### src/rtl/maze_packet_tx.sv
// maze_packet_tx
// Queues maze position updates in a 4-entry FIFO and plays each one out on a
// GPIO-style packet bus: PACKET_OUT is set up, strobed, then held through a
// gap before the next entry is taken. An entry identical to the last packet
// sent is dropped silently so the receiver only sees real moves.
//
// Handshake: an update transfers on a rising CLOCK edge where POS_VALID and
// POS_READY are both high. POS_READY is a function of registered FIFO state
// only, so it never depends on POS_VALID in the same cycle.
//
// Ports
//   CLOCK          in   block clock, rising edge
//   RESET_N        in   asynchronous active-low reset
//   POS_VALID      in   position update offered
//   POS_ROW[1:0]   in   grid row 0-3
//   POS_COL[2:0]   in   grid column, 0-4 legal
//   POS_READY      out  FIFO not full
//   PACKET_OUT[4:0]out  {col,row} of the packet on the bus
//   PACKET_STROBE  out  packet-valid qualifier
//   POS_ERR        out  one-cycle pulse after an illegal column is accepted
//   BUSY           out  FIFO non-empty or transmitter not idle
//   DBG_STATE[1:0] out  transmitter FSM state (debug observation)
module maze_packet_tx #(
    parameter int SETUP_CYC  = 4,
    parameter int STROBE_CYC = 8,
    parameter int GAP_CYC    = 4
) (
    input  logic       CLOCK,
    input  logic       RESET_N,
    input  logic       POS_VALID,
    input  logic [1:0] POS_ROW,
    input  logic [2:0] POS_COL,
    output logic       POS_READY,
    output logic [4:0] PACKET_OUT,
    output logic       PACKET_STROBE,
    output logic       POS_ERR,
    output logic       BUSY,
    output logic [1:0] DBG_STATE
);

    localparam logic [1:0] IDLE   = 2'd0;
    localparam logic [1:0] SETUP  = 2'd1;
    localparam logic [1:0] STROBE = 2'd2;
    localparam logic [1:0] GAP    = 2'd3;

    localparam logic [7:0] SETUP_LOAD  = 8'(SETUP_CYC - 1);
    localparam logic [7:0] STROBE_LOAD = 8'(STROBE_CYC - 1);
    localparam logic [7:0] GAP_LOAD    = 8'(GAP_CYC - 1);

    // FIFO storage and pointers
    logic [4:0] fifo_mem_q [4];
    logic [1:0] wr_ptr_q;
    logic [1:0] rd_ptr_q;
    logic [2:0] count_q;

    // Transmitter state
    logic [1:0] state_q, state_d;
    logic [7:0] cnt_q, cnt_d;
    logic [4:0] out_q, out_d;
    logic [4:0] last_q, last_d;
    logic       last_valid_q, last_valid_d;
    logic       strobe_q, strobe_d;
    logic       err_q;

    logic       accept;
    logic       col_ok;
    logic       push;
    logic       pop;
    logic [4:0] head;

    assign POS_READY = (count_q != 3'd4);
    assign accept    = POS_VALID && POS_READY;
    assign col_ok    = (POS_COL <= 3'd4);
    assign push      = accept && col_ok;
    assign head      = fifo_mem_q[rd_ptr_q];

    always_comb begin
        state_d      = state_q;
        cnt_d        = cnt_q;
        out_d        = out_q;
        last_d       = last_q;
        last_valid_d = last_valid_q;
        strobe_d     = strobe_q;
        pop          = 1'b0;
        case (state_q)
            IDLE: begin
                if (count_q != 3'd0) begin
                    pop = 1'b1;
                    // A repeat of the last packet is consumed but not sent.
                    if (!(last_valid_q && (head == last_q))) begin
                        out_d        = head;
                        last_d       = head;
                        last_valid_d = 1'b1;
                        state_d      = SETUP;
                        cnt_d        = SETUP_LOAD;
                    end
                end
            end
            SETUP: begin
                if (cnt_q == 8'd0) begin
                    state_d  = STROBE;
                    cnt_d    = STROBE_LOAD;
                    strobe_d = 1'b1;
                end else begin
                    cnt_d = cnt_q - 8'd1;
                end
            end
            STROBE: begin
                if (cnt_q == 8'd0) begin
                    state_d  = GAP;
                    cnt_d    = GAP_LOAD;
                    strobe_d = 1'b0;
                end else begin
                    cnt_d = cnt_q - 8'd1;
                end
            end
            GAP: begin
                if (cnt_q == 8'd0) begin
                    state_d = IDLE;
                end else begin
                    cnt_d = cnt_q - 8'd1;
                end
            end
            default: begin
                state_d  = IDLE;
                cnt_d    = 8'd0;
                strobe_d = 1'b0;
            end
        endcase
    end

    always_ff @(posedge CLOCK or negedge RESET_N) begin
        if (!RESET_N) begin
            state_q      <= IDLE;
            cnt_q        <= 8'd0;
            out_q        <= 5'd0;
            last_q       <= 5'd0;
            last_valid_q <= 1'b0;
            strobe_q     <= 1'b0;
            err_q        <= 1'b0;
        end else begin
            state_q      <= state_d;
            cnt_q        <= cnt_d;
            out_q        <= out_d;
            last_q       <= last_d;
            last_valid_q <= last_valid_d;
            strobe_q     <= strobe_d;
            err_q        <= accept && !col_ok;
        end
    end

    // Pointers and count; a simultaneous push and pop leaves the count alone.
    always_ff @(posedge CLOCK or negedge RESET_N) begin
        if (!RESET_N) begin
            wr_ptr_q <= 2'd0;
            rd_ptr_q <= 2'd0;
            count_q  <= 3'd0;
        end else begin
            if (push) wr_ptr_q <= wr_ptr_q + 2'd1;
            if (pop)  rd_ptr_q <= rd_ptr_q + 2'd1;
            case ({push, pop})
                2'b10:   count_q <= count_q + 3'd1;
                2'b01:   count_q <= count_q - 3'd1;
                default: count_q <= count_q;
            endcase
        end
    end

    // Entry contents need no reset: they are only read while count is non-zero.
    always_ff @(posedge CLOCK) begin
        if (push) fifo_mem_q[wr_ptr_q] <= {POS_COL, POS_ROW};
    end

    assign PACKET_OUT    = out_q;
    assign PACKET_STROBE = strobe_q;
    assign POS_ERR       = err_q;
    assign BUSY          = (count_q != 3'd0) || (state_q != IDLE);
    assign DBG_STATE     = state_q;

endmodule

### config.mk
export PLATFORM = sky130hd
export DESIGN_NAME = maze_packet_tx
export DESIGN_NICKNAME = d
export VERILOG_FILES = /design/src/rtl/maze_packet_tx.sv
export SDC_FILE = /design/constraint.sdc
export NUM_CORES = 1
export LEC_CHECK = 0
export CORE_ASPECT_RATIO = 1.4
export CORE_UTILIZATION = 52
export DETAILED_ROUTE_END_ITERATION = 8
export PLACE_DENSITY = 0.83
export RECOVER_POWER = 100
export SETUP_SLACK_MARGIN = 0.15
export SLEW_MARGIN = 20
export SYNTH_ARGS = -nofsm -noshare
export SYNTH_HDL_FRONTEND = slang
export SYNTH_SLANG_ARGS = --single-unit
### constraint.sdc
create_clock -name CLOCK -period 2.15 [get_ports CLOCK]
set_input_delay 0.43 -clock CLOCK [delete_from_list [all_inputs] [get_ports CLOCK]]
set_output_delay 0.43 -clock CLOCK [all_outputs]
set_load 0.02 [all_outputs]
==> metrics <==
outcome complete, but fails checks; violations in the final reports negative setup slack; clock tree from TritonCTS done; nets in the synthesized netlist 205; number of detailed-routing iterations run before antenna repair 4; total of endpoints with negative setup slack in the final report 10; total routed wirelength 4.64 mm; diodes inserted 0; Congestion Overflow GR 0; area share of fa/ha/maj cells after synthesis 7.41%; Max Clk Rate 445 MHz; number of sinks handled by clock tree synthesis 45; clock network latency to the later pin of the worst-skew pair 300 ps; worst rel slew slack 7.27%; pin slew with the least headroom to its limit 1390 ps; DRC 0; total power of the final layout 0.00490 W; Detail Placement HPWL 3.28 mm; net total in the final layout 256; power density of the placed cells 1640 nW/um^2; Clock Path Buffers 2; combined area of all synthesized cells 2300 um^2; horizontal extent of the die 58.2 um; post-synthesis instance total 184; number of antenna-violating nets in the routed design 0; part of the Yosys area used for sequential elements 53.4%; H-Tree Depth 2; RePlAce Congestion 0.845; post-synthesis mux area share 8.28%; flop and latch count out of synthesis 45; arrival time of data at the critical path endpoint 2430 ps; fraction of layout cells with a size suffix above 1 33.9%; overall die area 4690 um^2; Total Routing Usage GR 20.7%; vias per std cell 5.41; std cell rows 28; dominant combinational cell family by area after synthesis simple AND/OR/NAND/NOR gates; Worst-path clk slew 90 ps; fraction of synthesis flops using an asynchronous set or reset pin 55.6%; Final WS setup -96.4 ps; wire length per cell 15.7 um; initial core utilization 54.2%; unrepaired setup endpoints after global routing true; vias in the first global route 1645; min cycle time layout 2250 ps; Final Hold Fails 0; Critical Path Start Type flip-flop; largest net degree at the start of global routing 26; clock tree root buffer cell clkbuf_8; simple-gate share of the synthesized area 11.5%; share of the synthesized area in compound gates (AO/OA/AOI/OAI) 11.2%; area of the core 4240 um^2; post-synth cell types 44; number of antenna violations at the first check in global routing 0; Commonest cells post-synth dfrtp_1 (25), edfxtp_1 (20), nor2_1 (16); area share of the largest cell type after synthesis 27.2%; worst hold-check slack 554 ps; global-route wire length before repair 7.12 mm; dominant cell by count in the synthesized netlist dfrtp_1; Avg Synthesized Cell Area 12.5 um^2; initial DRC count 53; maximum fanout count along the critical path 7; number of primary I/O pins 19; Synth area leaders dfrtp_1 (27%), edfxtp_1 (26%), ha_1 (6.5%); # Max-Cap Violations 0; count of flip-flops with a built-in enable after synthesis 20; Max IR drop VDD 0.000924 V; CTS Buf Count 5; detailed-route via count 1602; Worst setup EP type flip-flop; required time of the worst setup path 2340 ps; path type of the worst min-delay path reg2reg; Final Cycle Share 104%; Post-synth top flop dfrtp_1; height of the chip 80.6 um; P&R area growth vs syn 29.6%; share of the synthesized netlist area taken by xor and xnor gates 5.17%; count of input and output buffers 18; Synth area leader dfrtp_1; critical path type reg2reg; reported leakage power 1.23 nW; post-route clock skew 10.4 ps; max-slew violation count 0; count of warnings emitted by yosys 0
worst max-delay path, cell delays in order, from the launching register on:
cell and delay [ps]:
dfrtp_2 480, mux4_2 580, xnor2_2 200, nand4_1 210, o21ai_1 200, buf_4 160, mux2_4 300
cells by family (layout without fill, tap and decap cells):
family	after synthesis	in the layout
flops	45	45
xor+xnor	11	11
simple gates	50	50
compound gates	36	36
fa+ha+maj	13	13
buf+inv	17	69
mux	12	12
per-stage QoR:
step                      worst slack, ps  instances  cell area (um^2)  TNS [ps]  utilization (%)
after floorplan                      98.9        184              2320         0                -
after global placement               -169        279              2700     -1090             63.8
after detailed placement             -210        279              2700     -1840             63.8
after CTS                           -65.6        290              2860      -394             67.5
after global routing                 -198        296              2980     -1930             70.2
final                               -96.4        296              2980      -573             70.2
where the power goes:
part	internal, W	switching, W	total (W)
logic	0.00139	0.00143	0.00283
registers	0.00116	0.000249	0.00141
clock network	0.000355	0.000307	0.000661
cell type report:
type,instances,area [um^2]
fill,288,1260
sequential,45,1230
multi-input combinational,122,1120
timing repair buffer,47,383
tap,60,75.1
clock buffer,5,68.8
inverter,14,52.6
clock inverter,3,47.5
state kept, by name, indices dropped and copies added, names as in the netlist, 2 cells and up:
signal,cells
DBG_STATE,2
cnt_q,8
count_q,3
fifo_mem_q,20
last_q,5
rd_ptr_q,2
wr_ptr_q,2
timing repair:
item / 4_1_cts / 5_1_grt
gates cloned: 0 / 0
hold endpoints to repair: 0 / 0
pin swaps: 7 / 9
setup buffers: 3 / 6
gates resized for setup: 12 / 23
hold buffers: 0 / 0
setup endpoints to repair: 16 / 16
routing by layer:
layer / wire [um] / global-route usage, % / vias to the layer above / part of all wire (%)
li1: - / - / 762 / -
met1: 1800 / 20.8 / 791 / 39
met2: 2580 / 39.1 / 37 / 56
met3: 136 / 4.51 / 12 / 2.9
met4: 125 / 10.2 / 0 / 2.7
met5: 0 / 0 / - / 0
worst paths after layout:
check / startpoint / end / slack, ps / cells after the start
hold / removal: PACKET_STROBE / PACKET_STROBE / 550 / 2
min in group asynchronous: RESET_N / cnt_q[3] / 970 / 2
setup reg to reg: rd_ptr_q[0] / last_q[0] / -100 / 6
setup / recovery: rd_ptr_q[0] / last_q[0] / -100 / 6
max in group asynchronous: RESET_N / count_q[1] / 280 / 2
hold reg to reg: PACKET_STROBE / PACKET_STROBE / 550 / 2
placed cells by master, fill, tap and decap left out, drive strengths merged, types with 4 or more instances in the layout:
| cell type | netlist | layout |
|---|---|---|
| nand2 | 9 | 9 |
| xnor2 | 9 | 9 |
| mux2 | 6 | 6 |
| clkbuf | 2 | 9 |
| edfxtp | 20 | 20 |
| mux4 | 5 | 5 |
| dfrtp | 25 | 25 |
| ha | 12 | 12 |
| and2 | 4 | 4 |
| o21ai | 12 | 12 |
| inv | 14 | 16 |
| buf | 1 | 25 |
| nor2 | 17 | 17 |
| nor3 | 4 | 4 |
| clkdlybuf4s50 | 0 | 11 |
| a21oi | 9 | 9 |
(Power assumes the default switching activity.)
==> RTL change 1 (same settings) <==
Register the output `POS_ERR` once more, cleared by the reset; this adds one clock of latency there. The other outputs are not delayed to match. Comments in the files are not updated.
--- a/src/rtl/maze_packet_tx.sv
+++ b/src/rtl/maze_packet_tx.sv
@@ -175,3 +175,9 @@
     assign PACKET_STROBE = strobe_q;
-    assign POS_ERR       = err_q;
+    always_ff @(posedge CLOCK or negedge RESET_N) begin
+        if (!RESET_N) begin
+            POS_ERR <= '0;
+        end else begin
+            POS_ERR <= err_q;
+        end
+    end
     assign BUSY          = (count_q != 3'd0) || (state_q != IDLE);
Behaviour: not the same (Yosys sat finds a counterexample within 4 cycles, from zero or initial values and one cycle with RESET_N low).
==> RTL change 1 against the original RTL <==
  * The run still ends with setup timing left
  * Routed wire length shrank 7.7%
  * Area after synthesis grew 1.1%
  * Count of clock-buffer cells in the layout is the same
  * Sequential cell count grew 1
  * Utilization shrank 2.1 points
  * Total power shrank 7.9%
  * Worst setup slack gained 0.075 ns
  * Design area shrank 2.9%
  * Highest routed layer unchanged
==> RTL change 1: results (changes against the original RTL) <==
| Metric | Value |
|---|---|
| Final setup violation count | `3 (was 10)` |
| First-pass GRT wire length | `6930 µm (was 7120 µm)` |
| Starting DRT DRC Count | `51 (was 53)` |
| Post-synth EDFFs | `20 (unchanged)` |
| Failing checks | `setup timing (unchanged)` |
| Setup total negative slack | `-0.0362 ns (was -0.573 ns)` |
| Share of cells above drive strength 1 | `0.266 (was 0.339)` |
| Post-Route WL | `4290 µm (was 4640 µm)` |
| Pre-CTS setup slack | `-0.230 ns (was -0.210 ns)` |
| Pwr/cell area | `1560 mW/mm² (was 1640 mW/mm²)` |
| Metal3 WL | `110 µm (was 136 µm)` |
| Crit path from | `cnt_q[6] (was rd_ptr_q[0])` |
| WHS Endpoint | `POS_ERR (was PACKET_STROBE)` |
| Final worst slack | `-0.0216 ns (was -0.0964 ns)` |
| Top post-synthesis cells by area | `dfrtp_1, edfxtp_1, ha_1 (unchanged)` |
| Vias in the first global route | `1,558 (was 1,645)` |
| Clock skew | `0.00469 ns (was 0.0104 ns)` |
| Seq cells | `46 (was 45)` |
| DP Area | `0.00274 mm² (was 0.00270 mm²)` |
| Multi-input combinational area share | `0.369 (was 0.376)` |
| Non-filler cells, final | `293 (was 296)` |
| Non-clock buffer share | `0.119 (was 0.129)` |
| Vias per std cell | `5.30 (was 5.41)` |
| Post-Syn Nets | `206 (was 205)` |
| Syn avg cell area | `12.6 µm² (was 12.5 µm²)` |
| Clk root buf | `clkbuf_8 (unchanged)` |
| Register share of the cell area | `0.434 (was 0.413)` |
| Max FO, Critical Path | `5 (was 7)` |
| Met2 routed WL | `2430 µm (was 2580 µm)` |
| Nets | `253 (was 256)` |
| Leak | `1.21 nW (was 1.23 nW)` |
| Hold path startpoint | `err_q (was PACKET_STROBE)` |
| HPWL after DPL | `3200 µm (was 3280 µm)` |
| Clk tree area frac | `0.0338 (was 0.0391)` |
| Total track usage | `0.201 (was 0.207)` |
| Seq/Total Area, Yosys | `0.539 (was 0.534)` |
| Status | `finished with violations (unchanged)` |
| Reg-to-reg endpoint | `cnt_q[3] (was last_q[0])` |
| M1 wire length | `1610 µm (was 1800 µm)` |
| M3 GR Usage | `0.0446 (was 0.0451)` |
| WHS Path Cells | `0 (was 2)` |
| M2 GR Usage | `0.357 (was 0.391)` |
| Max VDD drop | `0.775 mV (was 0.924 mV)` |
| Arr. time, crit path | `2.37 ns (was 2.43 ns)` |
| # fillers | `315 (was 288)` |
| Largest net degree at the start of global routing | `27 (was 26)` |
| Inst Count DP | `281 (was 279)` |
| Hold Path Class | `reg -> reg (unchanged)` |
| Non-CTS buffers | `43 (was 47)` |
| Final Wtd Congestion | `0.909 (was 0.845)` |
| Fraction of registers with async set/reset | `0.565 (was 0.556)` |
| Worst Tran Pin Value | `1.46 ns (was 1.39 ns)` |
| GRT met1 Usage | `0.223 (was 0.208)` |
[RTL change 1: changes by cell type after synthesis]
cell	delta
dfrtp_1	+1
[RTL change 1: worst max path at each step]
stage / end / slack (ns) / cells past startpoint
detailed placement: count_q[2] / -0.23 / 10
finish: cnt_q[3] / -0.02 / 6
floorplan: cnt_q[7] / 0.1 / 7
global placement: count_q[2] / -0.16 / 10
CTS: cnt_q[3] / -0.05 / 6
global route: last_q[2] / -0.17 / 6
[RTL change 1: repair_timing]
item	in CTS	in global routing
pin swaps	6	7
setup buffers	1	3
setup endpoints to repair	15	16
gates resized for setup	15	8
[RTL change 1: critical path, cell delays in order (launching register included)]
cell	delay [ns]
dfrtp_1	0.39
or4_4	0.61
o31ai_4	0.31
a41oi_2	0.09
a211oi_4	0.31
nand3b_1	0.24
o21ai_1	0.10
[RTL change 1: logic make-up (layout without fill, tap and decap cells)]
family / after synthesis / after routing / synth area share
buf+inv: 17 / 65 / 0.0307
fa+ha+maj: 13 / 13 / 0.0733
flops: 46 / 46 / 0.539
xor+xnor: 11 / 11 / 0.0512
compound gates: 36 / 36 / 0.110
simple gates: 50 / 50 / 0.114
mux: 12 / 12 / 0.0819
[RTL change 1: where the power goes]
group          leakage [nW]  internal (mW)  switching (mW)
registers             0.496           1.18           0.237
clock network        0.0506          0.243           0.322
logic                 0.661           1.23            1.30
total                  1.21           2.65            1.86
[RTL change 1: per-stage QoR]
| step | hold slack [ns] | util |
|---|---|---|
| after floorplan | 0.134 | - |
| after global placement | 0.337 | 0.646 |
| after detailed placement | 0.352 | 0.646 |
| after CTS | 0.373 | 0.677 |
| after global routing | 0.374 | 0.682 |
| final | 0.366 | 0.682 |
==> RTL change 2 (same flow settings) <==
Without the edit above. Change the parameter `STROBE_CYC` from 8 to 6.
--- a/src/rtl/maze_packet_tx.sv
+++ b/src/rtl/maze_packet_tx.sv
@@ -24,3 +24,3 @@
     parameter int SETUP_CYC  = 4,
-    parameter int STROBE_CYC = 8,
+    parameter int STROBE_CYC = 6,
     parameter int GAP_CYC    = 4
Behaviour: same outputs for any inputs over 10 cycles, from zero or initial values and one cycle with RESET_N low; that may be too few to reach the edited logic, so the function may still have changed.
==> RTL change 2 against the original RTL <==
  * The flow still finishes with violations (setup timing)
  * Design area up 4.4%
  * Worst hold slack worse by 0.046 ns
  * Sequential cell count unchanged
  * Clock skew down 0.00070 ns
  * Worst setup slack worse by 0.15 ns
  * Area after synthesis up 3.7%
  * Routed wire length up 11%
  * Non-clock buffer count up 9
  * Die area up 3.6%
  * Via count up 13%
  * Total power up 5.1%
  * Largest cell class unchanged
  * Highest routed layer unchanged
==> RTL change 2: results (changes against the original RTL) <==
| Metric | Value |
|---|---|
| Multi-input combinational area share | `0.390 (was 0.376)` |
| Total track usage | `0.235 (was 0.207)` |
| Reg2reg path depth | `7 (was 6)` |
| Share of cells above drive strength 1 | `0.293 (was 0.339)` |
| Vias in the first global route | `1,868 (was 1,645)` |
| Gate Count Post-Synth | `203 (was 184)` |
| Seq cells | `45 (unchanged)` |
| Final Wtd Congestion | `0.906 (was 0.845)` |
| First-pass GRT wire length | `8310 µm (was 7120 µm)` |
| Vias | `1,806 (was 1,602)` |
| Clock skew | `0.00969 ns (was 0.0104 ns)` |
| Register area | `0.00123 mm² (about the same)` |
| Failing checks | `setup timing (unchanged)` |
| Status | `finished with violations (unchanged)` |
| CLK BUF | `6 (was 5)` |
| Critical path endpoint | `cnt_q[6] (was last_q[0])` |
| Starting DRT DRC Count | `172 (was 53)` |
| Pre-CTS setup slack | `-0.355 ns (was -0.210 ns)` |
| Vias per std cell | `5.66 (was 5.41)` |
| Post-synthesis cell type count | `47 (was 44)` |
| Nets | `279 (was 256)` |
| Final setup violation count | `12 (was 10)` |
| Pwr/cell area | `1660 mW/mm² (was 1640 mW/mm²)` |
| Slowest stage delay, CP | `0.54 ns (was 0.58 ns)` |
| Leak | `1.28 nW (was 1.23 nW)` |
| M2 GR Usage | `0.435 (was 0.391)` |
| Hold path startpoint | `count_q[2] (was PACKET_STROBE)` |
| Non-clock buffer share | `0.146 (was 0.129)` |
| Inverters | `13 (was 14)` |
| Top post-synthesis cells by area | `dfrtp_1, edfxtp_1, ha_1 (unchanged)` |
| M3 GR Usage | `0.0520 (was 0.0451)` |
| Final worst slack | `-0.244 ns (was -0.0964 ns)` |
| Post-Syn Nets | `224 (was 205)` |
[RTL change 2: kinds of logic (layout without fill, tap and decap cells)]
family / after synthesis / after routing / synth area share
DFF: 45 / 45 / 0.515
and+or+nand+nor: 59 / 59 / 0.124
buffers and inverters: 21 / 77 / 0.0394
AOI/OAI and AO/OA: 42 / 42 / 0.122
muxes: 12 / 12 / 0.0877
xor gates and xnor gates: 11 / 11 / 0.0404
adders and majority gates: 13 / 13 / 0.0714
[RTL change 2: repair_timing]
action | 4_1_cts | 5_1_grt
buffers inserted | 3 | 4
resized for setup | 25 | 14
pin swaps | 4 | 1
endpoints found under the setup margin | 15 | 15
[RTL change 2: power breakdown]
part | internal [mW] | leakage [nW] | switching (mW) | total, mW
registers | 1.17 | 0.485 | 0.230 | 1.40
clock network | 0.229 | 0.0374 | 0.296 | 0.525
logic | 1.61 | 0.762 | 1.62 | 3.23
